===== src/rtl/riscv_arb_pkg.sv =====
// Shared types and constants for the two-port memory arbiter.
//   arb_owner_t   : owner ID stored per outstanding transaction (D = LSU, I = fetch)
//   arb_state_t   : lock state of the arbiter
//   arb_cnt_width : width needed to count 0..depth outstanding transactions
package riscv_arb_pkg;

  typedef enum logic {OWN_D = 1'b0, OWN_I = 1'b1} arb_owner_t;
  typedef enum logic {ARB_IDLE = 1'b0, ARB_LOCKED = 1'b1} arb_state_t;

  function automatic int arb_cnt_width(int depth);
    return $clog2(depth + 1);
  endfunction

  localparam int ARB_MAX_OUTSTANDING = 2;
  localparam int ARB_CNT_W           = arb_cnt_width(ARB_MAX_OUTSTANDING);

endpackage


===== src/rtl/riscv_arb_owner_fifo.sv =====
// In-order owner FIFO: remembers which port owns each outstanding bus
// transaction so responses can be routed back.
//   clk_i, rstn_i : clock, asynchronous active-low reset
//   push, push_owner : record a newly accepted transaction
//   pop           : retire the oldest transaction (ignored when empty)
//   full, empty   : occupancy flags
//   head          : owner of the oldest outstanding transaction
module riscv_arb_owner_fifo
  import riscv_arb_pkg::*;
#(
  parameter int DEPTH = 2
) (
  input  logic       clk_i,
  input  logic       rstn_i,
  input  logic       push,
  input  arb_owner_t push_owner,
  input  logic       pop,
  output logic       full,
  output logic       empty,
  output arb_owner_t head
);

  localparam int PTR_W = (DEPTH > 1) ? $clog2(DEPTH) : 1;
  localparam int CNT_W = arb_cnt_width(DEPTH);

  arb_owner_t       mem [DEPTH];
  logic [PTR_W-1:0] wr_ptr_reg, rd_ptr_reg;
  logic [CNT_W-1:0] count_reg;
  logic             do_push, do_pop;

  // Explicit wrap keeps the pointers correct for any depth, including 1.
  function automatic logic [PTR_W-1:0] next_ptr(input logic [PTR_W-1:0] ptr);
    if (ptr == PTR_W'(DEPTH - 1)) return '0;
    return ptr + 1'b1;
  endfunction

  assign full    = (count_reg == CNT_W'(DEPTH));
  assign empty   = (count_reg == '0);
  assign do_push = push && !full;
  assign do_pop  = pop && !empty;
  assign head    = mem[rd_ptr_reg];

  always_ff @(posedge clk_i) begin
    if (do_push) mem[wr_ptr_reg] <= push_owner;
  end

  always_ff @(posedge clk_i or negedge rstn_i) begin
    if (!rstn_i) begin
      wr_ptr_reg <= '0;
      rd_ptr_reg <= '0;
      count_reg  <= '0;
    end else begin
      if (do_push) wr_ptr_reg <= next_ptr(wr_ptr_reg);
      if (do_pop)  rd_ptr_reg <= next_ptr(rd_ptr_reg);
      case ({do_push, do_pop})
        2'b10:   count_reg <= count_reg + 1'b1;
        2'b01:   count_reg <= count_reg - 1'b1;
        default: count_reg <= count_reg;
      endcase
    end
  end

endmodule


===== src/rtl/riscv_mem_arbiter.sv =====
// Two-port memory bus arbiter: LSU (D) and instruction fetch (I) share one
// req/gnt/rvalid bus port. Responses return in order and are routed by the
// owner FIFO.
//   clk_i, rstn_i        : clock, asynchronous active-low reset
//   d_*                  : LSU request/response port
//   i_*                  : fetch request/response port (read-only)
//   mem_*                : shared bus port
//   resp_err_o           : sticky, set by a response with nothing outstanding
module riscv_mem_arbiter
  import riscv_arb_pkg::*;
#(
  parameter int XLEN            = 32,
  parameter int MAX_OUTSTANDING = 2,
  parameter bit FIXED_PRIO      = 1'b0
) (
  input  logic              clk_i,
  input  logic              rstn_i,
  input  logic              d_req_i,
  input  logic              d_we_i,
  input  logic [XLEN/8-1:0] d_be_i,
  input  logic [XLEN-1:0]   d_addr_i,
  input  logic [XLEN-1:0]   d_wdata_i,
  output logic              d_gnt_o,
  output logic              d_rvalid_o,
  output logic [XLEN-1:0]   d_rdata_o,
  input  logic              i_req_i,
  input  logic [XLEN-1:0]   i_addr_i,
  output logic              i_gnt_o,
  output logic              i_rvalid_o,
  output logic [XLEN-1:0]   i_rdata_o,
  output logic              mem_req_o,
  output logic              mem_we_o,
  output logic [XLEN/8-1:0] mem_be_o,
  output logic [XLEN-1:0]   mem_addr_o,
  output logic [XLEN-1:0]   mem_wdata_o,
  input  logic              mem_gnt_i,
  input  logic              mem_rvalid_i,
  input  logic [XLEN-1:0]   mem_rdata_i,
  output logic              resp_err_o
);

  arb_state_t state_reg;
  arb_owner_t lock_owner_reg;
  arb_owner_t rr_ptr_reg;
  logic       resp_err_reg;

  arb_owner_t sel;
  arb_owner_t head;
  logic       sel_req, blocked, accept, full, empty;

  riscv_arb_owner_fifo #(.DEPTH(MAX_OUTSTANDING)) u_owner_fifo (
    .clk_i      (clk_i),
    .rstn_i     (rstn_i),
    .push       (accept),
    .push_owner (sel),
    .pop        (mem_rvalid_i),
    .full       (full),
    .empty      (empty),
    .head       (head)
  );

  // Blocking looks only at the registered count; a response retiring in the
  // same cycle does not free a slot until the next cycle.
  assign blocked = full;

  always_comb begin
    sel = OWN_D;
    if (state_reg == ARB_LOCKED)      sel = lock_owner_reg;
    else if (d_req_i && !i_req_i)     sel = OWN_D;
    else if (i_req_i && !d_req_i)     sel = OWN_I;
    else if (d_req_i && i_req_i)      sel = FIXED_PRIO ? OWN_D : rr_ptr_reg;
  end

  assign sel_req   = (sel == OWN_D) ? d_req_i : i_req_i;
  assign mem_req_o = sel_req && !blocked;
  assign accept    = mem_req_o && mem_gnt_i;
  assign d_gnt_o   = accept && (sel == OWN_D);
  assign i_gnt_o   = accept && (sel == OWN_I);

  always_comb begin
    if (sel == OWN_D) begin
      mem_we_o    = d_we_i;
      mem_be_o    = d_be_i;
      mem_addr_o  = d_addr_i;
      mem_wdata_o = d_wdata_i;
    end else begin
      mem_we_o    = 1'b0;
      mem_be_o    = '1;
      mem_addr_o  = i_addr_i;
      mem_wdata_o = '0;
    end
  end

  // Writes are routed by owner like reads, so stores retire on the D port.
  assign d_rvalid_o = mem_rvalid_i && !empty && (head == OWN_D);
  assign i_rvalid_o = mem_rvalid_i && !empty && (head == OWN_I);
  assign d_rdata_o  = mem_rdata_i;
  assign i_rdata_o  = mem_rdata_i;
  assign resp_err_o = resp_err_reg;

  always_ff @(posedge clk_i or negedge rstn_i) begin
    if (!rstn_i) begin
      state_reg      <= ARB_IDLE;
      lock_owner_reg <= OWN_D;
      rr_ptr_reg     <= OWN_D;
      resp_err_reg   <= 1'b0;
    end else begin
      case (state_reg)
        ARB_IDLE: begin
          if (mem_req_o && !mem_gnt_i) begin
            state_reg      <= ARB_LOCKED;
            lock_owner_reg <= sel;
          end
        end
        ARB_LOCKED: begin
          if (accept) state_reg <= ARB_IDLE;
        end
        default: state_reg <= ARB_IDLE;
      endcase
      if (accept) rr_ptr_reg <= (sel == OWN_D) ? OWN_I : OWN_D;
      if (mem_rvalid_i && empty) resp_err_reg <= 1'b1;
    end
  end

  // A locked requester must keep requesting until it is accepted.
  a_lock_req_held: assert property (@(posedge clk_i) disable iff (!rstn_i)
    (state_reg == ARB_LOCKED) |-> sel_req);

endmodule

===== config.mk =====
export PLATFORM = sky130hd
export DESIGN_NAME = riscv_mem_arbiter
export DESIGN_NICKNAME = d
export VERILOG_FILES = /design/src/rtl/riscv_arb_pkg.sv /design/src/rtl/riscv_arb_owner_fifo.sv /design/src/rtl/riscv_mem_arbiter.sv
export SDC_FILE = /design/constraint.sdc
export NUM_CORES = 1
export LEC_CHECK = 0
export ABC_CLOCK_PERIOD_IN_PS = 2900
export CAP_MARGIN = 20
export CORE_AREA = 2 2 108 110
export DETAILED_ROUTE_END_ITERATION = 7
export DIE_AREA = 0 0 110 112
export GPL_TIMING_DRIVEN = 0
export SYNTH_ARGS = -nofsm -noshare
export SYNTH_HDL_FRONTEND = slang
export SYNTH_SLANG_ARGS = --single-unit

===== constraint.sdc =====
create_clock -name clk_i -period 2.9 [get_ports clk_i]
set_clock_uncertainty 0.15 [all_clocks]
set_input_delay 0.725 -clock clk_i [delete_from_list [all_inputs] [get_ports clk_i]]
set_output_delay 0.725 -clock clk_i [all_outputs]
set_load 0.02 [all_outputs]

=== Word level (Yosys, flattened, before mapping) ===
Memory sizes are Yosys's and may differ from the RTL's.
Cells that the tools add are included.

* Add/sub/neg operators: 4
* Equality and inequality tests: 3
* Multiplexer cells: 24
* Bitwise gates (word level): 3
* Reduce and logical (&&, ||, !) cells: 21

{| class="wikitable"
|+ Operator list
! operator !! count
|-
| $mux 32 || 2
|-
| $mux 1 || 19
|-
| $logic_and 1x1->1 || 13
|-
| $logic_not 1->1 || 5
|-
| $eq 2x2->1 const B || 2
|-
| $mux 4 || 1
|-
| $pmux 2 s2 || 1
|-
| $not 1->1 || 3
|-
| $add 1x1->1 const B || 2
|-
| $add 2x1->2 const B || 1
|-
| $eq 2x1->1 const B || 1
|-
| $logic_not 2->1 || 1
|-
| $pmux 1 s2 || 1
|-
| $reduce_and 2->1 || 1
|-
| $reduce_bool 2->1 || 1
|-
| $sub 2x1->2 const B || 1
|}

* Register bits: 8
* Bits in writable memories: 2
* Input port bits: 139
* Output and inout port bits: 139
* Logic and storage cells: 63
* Memories kept: 1

{| class="wikitable"
|+ Memories
! name !! words !! bits a word !! rd ports !! clocked after memory_dff !! write ports !! line !! text
|-
| u_owner_fifo.mem || 2 || 1 || 1 || 0 || 1 || riscv_arb_owner_fifo.sv:26 || <nowiki>arb_owner_t mem [DEPTH];</nowiki>
|}

=== Logic depth before layout (Yosys ltp) ===
* Word-level depth: 11
* Gate-level depth with buffers: 6

=== Cells and area by module ===
From an unflattened synthesis, not the netlist that was laid out.

* Cells, all modules: 188
* Area, all modules: 1808.0 µm²

{| class="wikitable"
|+ Modules (own cells, without submodules)
! module !! instances !! cells each !! area each (µm²) !! sequential area each (µm²)
|-
| riscv_mem_arbiter || 1 || 167 || 1540.2 || 100.1
|-
| riscv_arb_owner_fifo || 1 || 21 || 267.8 || 160.2
|}

=== Worst setup path after synthesis ===
No wires, ideal clock.

* Path kind: input -> output
* From: input port d_req_i
* To: output port mem_addr_o[0]
* Arrival time: 1.812 ns
* Path slack: 0.213 ns
* Stages on the path: 5
* Cell sequence: buf_2 -> nand2b_2 -> a21boi_4 -> buf_12 -> mux2_4

* Longest elaborated chain between the ends: 6

{| class="wikitable"
|+ Ends and longest elaborated chain
! what !! line !! text
|-
| start, declared || riscv_mem_arbiter.sv:18 || <nowiki>input logic d_req_i,</nowiki>
|-
| $logic_and 1x1->1 / $logic_not 1->1 (equally long branches) || riscv_mem_arbiter.sv:71, riscv_mem_arbiter.sv:70 ||
|-
| $mux 1 / $logic_and 1x1->1 (equally long branches) || riscv_mem_arbiter.sv:71, riscv_mem_arbiter.sv:70 ||
|-
| $mux 1 || riscv_mem_arbiter.sv:70 || <nowiki>else if (i_req_i && !d_req_i) sel = OWN_I;</nowiki>
|-
| $mux 1 * || riscv_mem_arbiter.sv:69 || <nowiki>else if (d_req_i && !i_req_i) sel = OWN_D;</nowiki>
|-
| $mux 1 * || riscv_mem_arbiter.sv:68 || <nowiki>if (state_reg == ARB_LOCKED) sel = lock_owner_reg;</nowiki>
|-
| $mux 32 * || riscv_mem_arbiter.sv:81 || <nowiki>if (sel == OWN_D) begin</nowiki>
|-
| end, declared || riscv_mem_arbiter.sv:34 || <nowiki>output logic [XLEN-1:0] mem_addr_o,</nowiki>
|}

Mark *: on every way between the ends. The rest lies on a longest branch, timed or not.

=== Final worst setup path ===
* From: input port i_req_i
* To: output port mem_addr_o[6]

* Longest elaborated chain between the ends: 6

{| class="wikitable"
|+ Ends and longest elaborated chain
! what !! line !! text
|-
| start, declared || riscv_mem_arbiter.sv:26 || <nowiki>input logic i_req_i,</nowiki>
|-
| $logic_and 1x1->1 || riscv_mem_arbiter.sv:71 || <nowiki>else if (d_req_i && i_req_i) sel = FIXED_PRIO ? OWN_D : rr_ptr_reg;</nowiki>
|-
| $mux 1 || riscv_mem_arbiter.sv:71 ||
|-
| $mux 1 || riscv_mem_arbiter.sv:70 ||
|-
| $mux 1 * || riscv_mem_arbiter.sv:69 ||
|-
| $mux 1 * || riscv_mem_arbiter.sv:68 ||
|-
| $mux 32 * || riscv_mem_arbiter.sv:81 ||
|}

Marks and branches as above.

==> reports/results.tsv <==
metric	value	unit
syn_area	0.001841	mm²
critPathBufInv	5	
leading_cell_type_in_the_layout_fill_and_taps_excluded	sky130_fd_sc_hd__clkdlybuf4s50_1	
fmax	350.5	MHz
ant_nets	0	
mostFrequentLayoutCells	sky130_fd_sc_hd__clkdlybuf4s50_1 (170), sky130_fd_sc_hd__buf_4 (68), sky130_fd_sc_hd__and2_1 (34), sky130_fd_sc_hd__mux2_4 (31), sky130_fd_sc_hd__buf_2 (25)	
drt-total-wl	7816	µm
critPathLaunch	i_req_i	
route.detailed.drc	0	
max-vdd-ir-drop	0.0003918	V
dpl.hpwl	6627	µm
end_kind	output port	
cap_viol_max_count	0	
yosys_register_bits	10	
pwr_density_cell	706.7	mW/mm²
grt_first_pass_wirelength	11270	µm
final.setup.tns	0	ps
post_drt_via_cell_ratio	3.746	
drive_above_1_share	41.39	%
detailedRoute.firstIterationViolations	53	
rows	39	
worst_skew_pair.late_latency	230	ps
n_diodes	0	
syn2layout_area_growth	146.8	%
hold_path.startpoint	resp_err_o	
worst_path_largest_cell_delay	300	ps
cts_inserted_buffers	3	
timing.critical_path.fanout_max	7	
num_vias	2210	
io_pins	278	
floorplan.initialDensity	16.47	%
fin_ws	46.63	ps
cts_hold_repair.buffers	0	
nets_in_the_synthesized_netlist	334	
grt-ovfl-total	0	
worst_ep_arrival_time	1980	ps
tritoncts	yes	
holdCritPathClass	reg2reg	
critPathKind	in2out	
required	2030	ps
floorplan.die.height	112	µm
final_period_minus_worst_setup_slack	2853	ps
global_route.usage.total	11.44	%
grt_pass1_vias	2192	
ys.warnings.count	0	
post_synth.cell_area_avg	9.487	µm²
buffer_depth_of_the_longest_clock_path	2	
p_leak	2.080	nW
buffer_ports.inserted	244	
hold_viol	0	
count_of_mapped_cells_out_of_synthesis	194	
timing_worst_slew_pin_value	469.2	ps
timing_max_transition_violations_final	0	
n_fill_cell	1138	
fp.dieArea	0.01232	mm²
floorplan_die_width	110	µm
core-area	0.01117	mm²
synth.distinct_cells	34	
run_status	finished, final reports clean	
final.hold.worst_slack	299.3	ps
layout_worst_path_cycle_share	98.39	%
pin_count_of_the_biggest_net_entering_global_routing	11	
cts.htree.levels	1	
timing.slew.headroom	68.39	%
globalplace.congestion	0.7104	
worstSetupStartpointType	input port	
finalPower	3.211	mW
wl_per_cell	13.25	µm
finish.net_count	589	
synth-seq-area-share	14.14	%
cts_sinks	10	
critical_path.most_common_cell	sky130_fd_sc_hd__buf_12	
crit_chain	buf_4 > nor2b_4 > a21boi_4 > buf_12 > buf_12 > buf_16 > mux2_4 > buf_6	
clkSlewWorstSetupHoldPaths	40	ps
cp_top_family	buffers and inverters	
critical-path-slowest-cell	sky130_fd_sc_hd__mux2_4	
drt_pass1_iterations	4	
final_number_of_setup_violating_endpoints	0	
antenna_found_initial	0	
cts-root-buf	sky130_fd_sc_hd__clkbuf_16	
placement.setup.worst_slack	-999.7	ps
## stage by stage
stage / utilization, % / instances / instance area (µm²)
finish: 40.66 / 590 / 4543
global route: 40.66 / 590 / 4543
CTS: 41.29 / 592 / 4614
detailed placement: 39.93 / 581 / 4462
global placement: 39.93 / 581 / 4462
floorplan: - / 194 / 1841
## Yosys cell counts, drive strengths merged
cell / instances / share of area, %
a41oi: 1 / 0.48
a32o: 1 / 0.54
buf: 69 / 30
edfxtp: 2 / 3.3
and2: 34 / 12
a21boi: 1 / 1.0
clkbuf: 3 / 0.82
nor3b: 1 / 0.41
dfrtp: 8 / 11
inv: 3 / 0.61
ha: 1 / 0.68
nand3b: 1 / 0.41
nand2b: 6 / 2.2
o2111ai: 1 / 0.82
a21oi: 2 / 0.54
o21ai: 4 / 1.1
a21o: 1 / 0.41
nand3: 1 / 0.27
mux2i: 2 / 1.1
mux2: 33 / 27
and3: 2 / 0.68
nor3: 2 / 0.54
nand2: 1 / 0.20
xnor2: 4 / 1.9
nor2b: 3 / 1.2
nor2: 6 / 1.2
xor2: 1 / 0.48
## worst reg2reg max path: stages (launching register included)
cell and delay, ps:
sky130_fd_sc_hd__dfrtp_1 490, sky130_fd_sc_hd__mux2_2 380, sky130_fd_sc_hd__o2111ai_2 270, sky130_fd_sc_hd__ha_1 310, sky130_fd_sc_hd__nor2_1 140, sky130_fd_sc_hd__xor2_1 150
## per-layer routing
layer | up-vias | track usage (%) | wire (µm)
met2 | 133 | 22.45 | 4239
met4 | 0 | 1.688 | 48
li1 | 1081 | - | -
met1 | 992 | 11.80 | 2566
met5 | - | 0 | 0
met3 | 4 | 3.454 | 960
## cell families after synthesis
| kind of cell | share of synthesized area (%) |
|---|---|
| AND/OR/NAND/NOR | 18.63 |
| multiplexers | 27.60 |
| flip-flops | 14.14 |
| XOR/XNOR | 2.379 |
| adder cells (fa/ha/maj) | 0.6797 |
| buffers and inverters | 31.68 |
| AO/OA/AOI/OAI | 4.895 |
## layout make-up
type                       instances  area (µm²)  share of cell area (%)
sequential                        10       260.3                   5.728
multi-input combinational        109        1007                   22.17
tap                              143       178.9                   3.938
buffer                            72       580.6                   12.78
timing repair buffer             250        2430                   53.48
clock buffer                       3       75.07                   1.652
inverter                           3       11.26                  0.2479
## what timing repair did
| action | 4_1_cts | 5_1_grt |
|---|---|---|
| gates cloned | 4 | 0 |
| pin swaps | 1 | 0 |
| buffers inserted | 4 | 0 |
| hold endpoints to repair | 0 | 0 |
| endpoints found under the setup margin | 74 | 37 |
| resized for setup | 243 | 28 |
## where the power goes
part	switching [mW]	leakage [nW]	internal, mW	total, mW
sequential	0.0704	0.109	0.211	0.282
combinational	1.23	1.93	1.46	2.69
clock	0.0587	0.0370	0.178	0.237
total	1.36	2.08	1.85	3.21
## worst paths after layout
path | endpoint | slack, ps | cells past startpoint
min reg2reg | resp_err_o | 300 | 1
max in group asynchronous | resp_err_o | 1680 | 1
max | mem_addr_o[6] | 50 | 8
min in group asynchronous | async pin | 640 | 1
max reg2reg | u_owner_fifo.count_reg[1] | 920 | 5
min | resp_err_o | 300 | 1
Note: power is estimated with default switching activity, not from simulation.
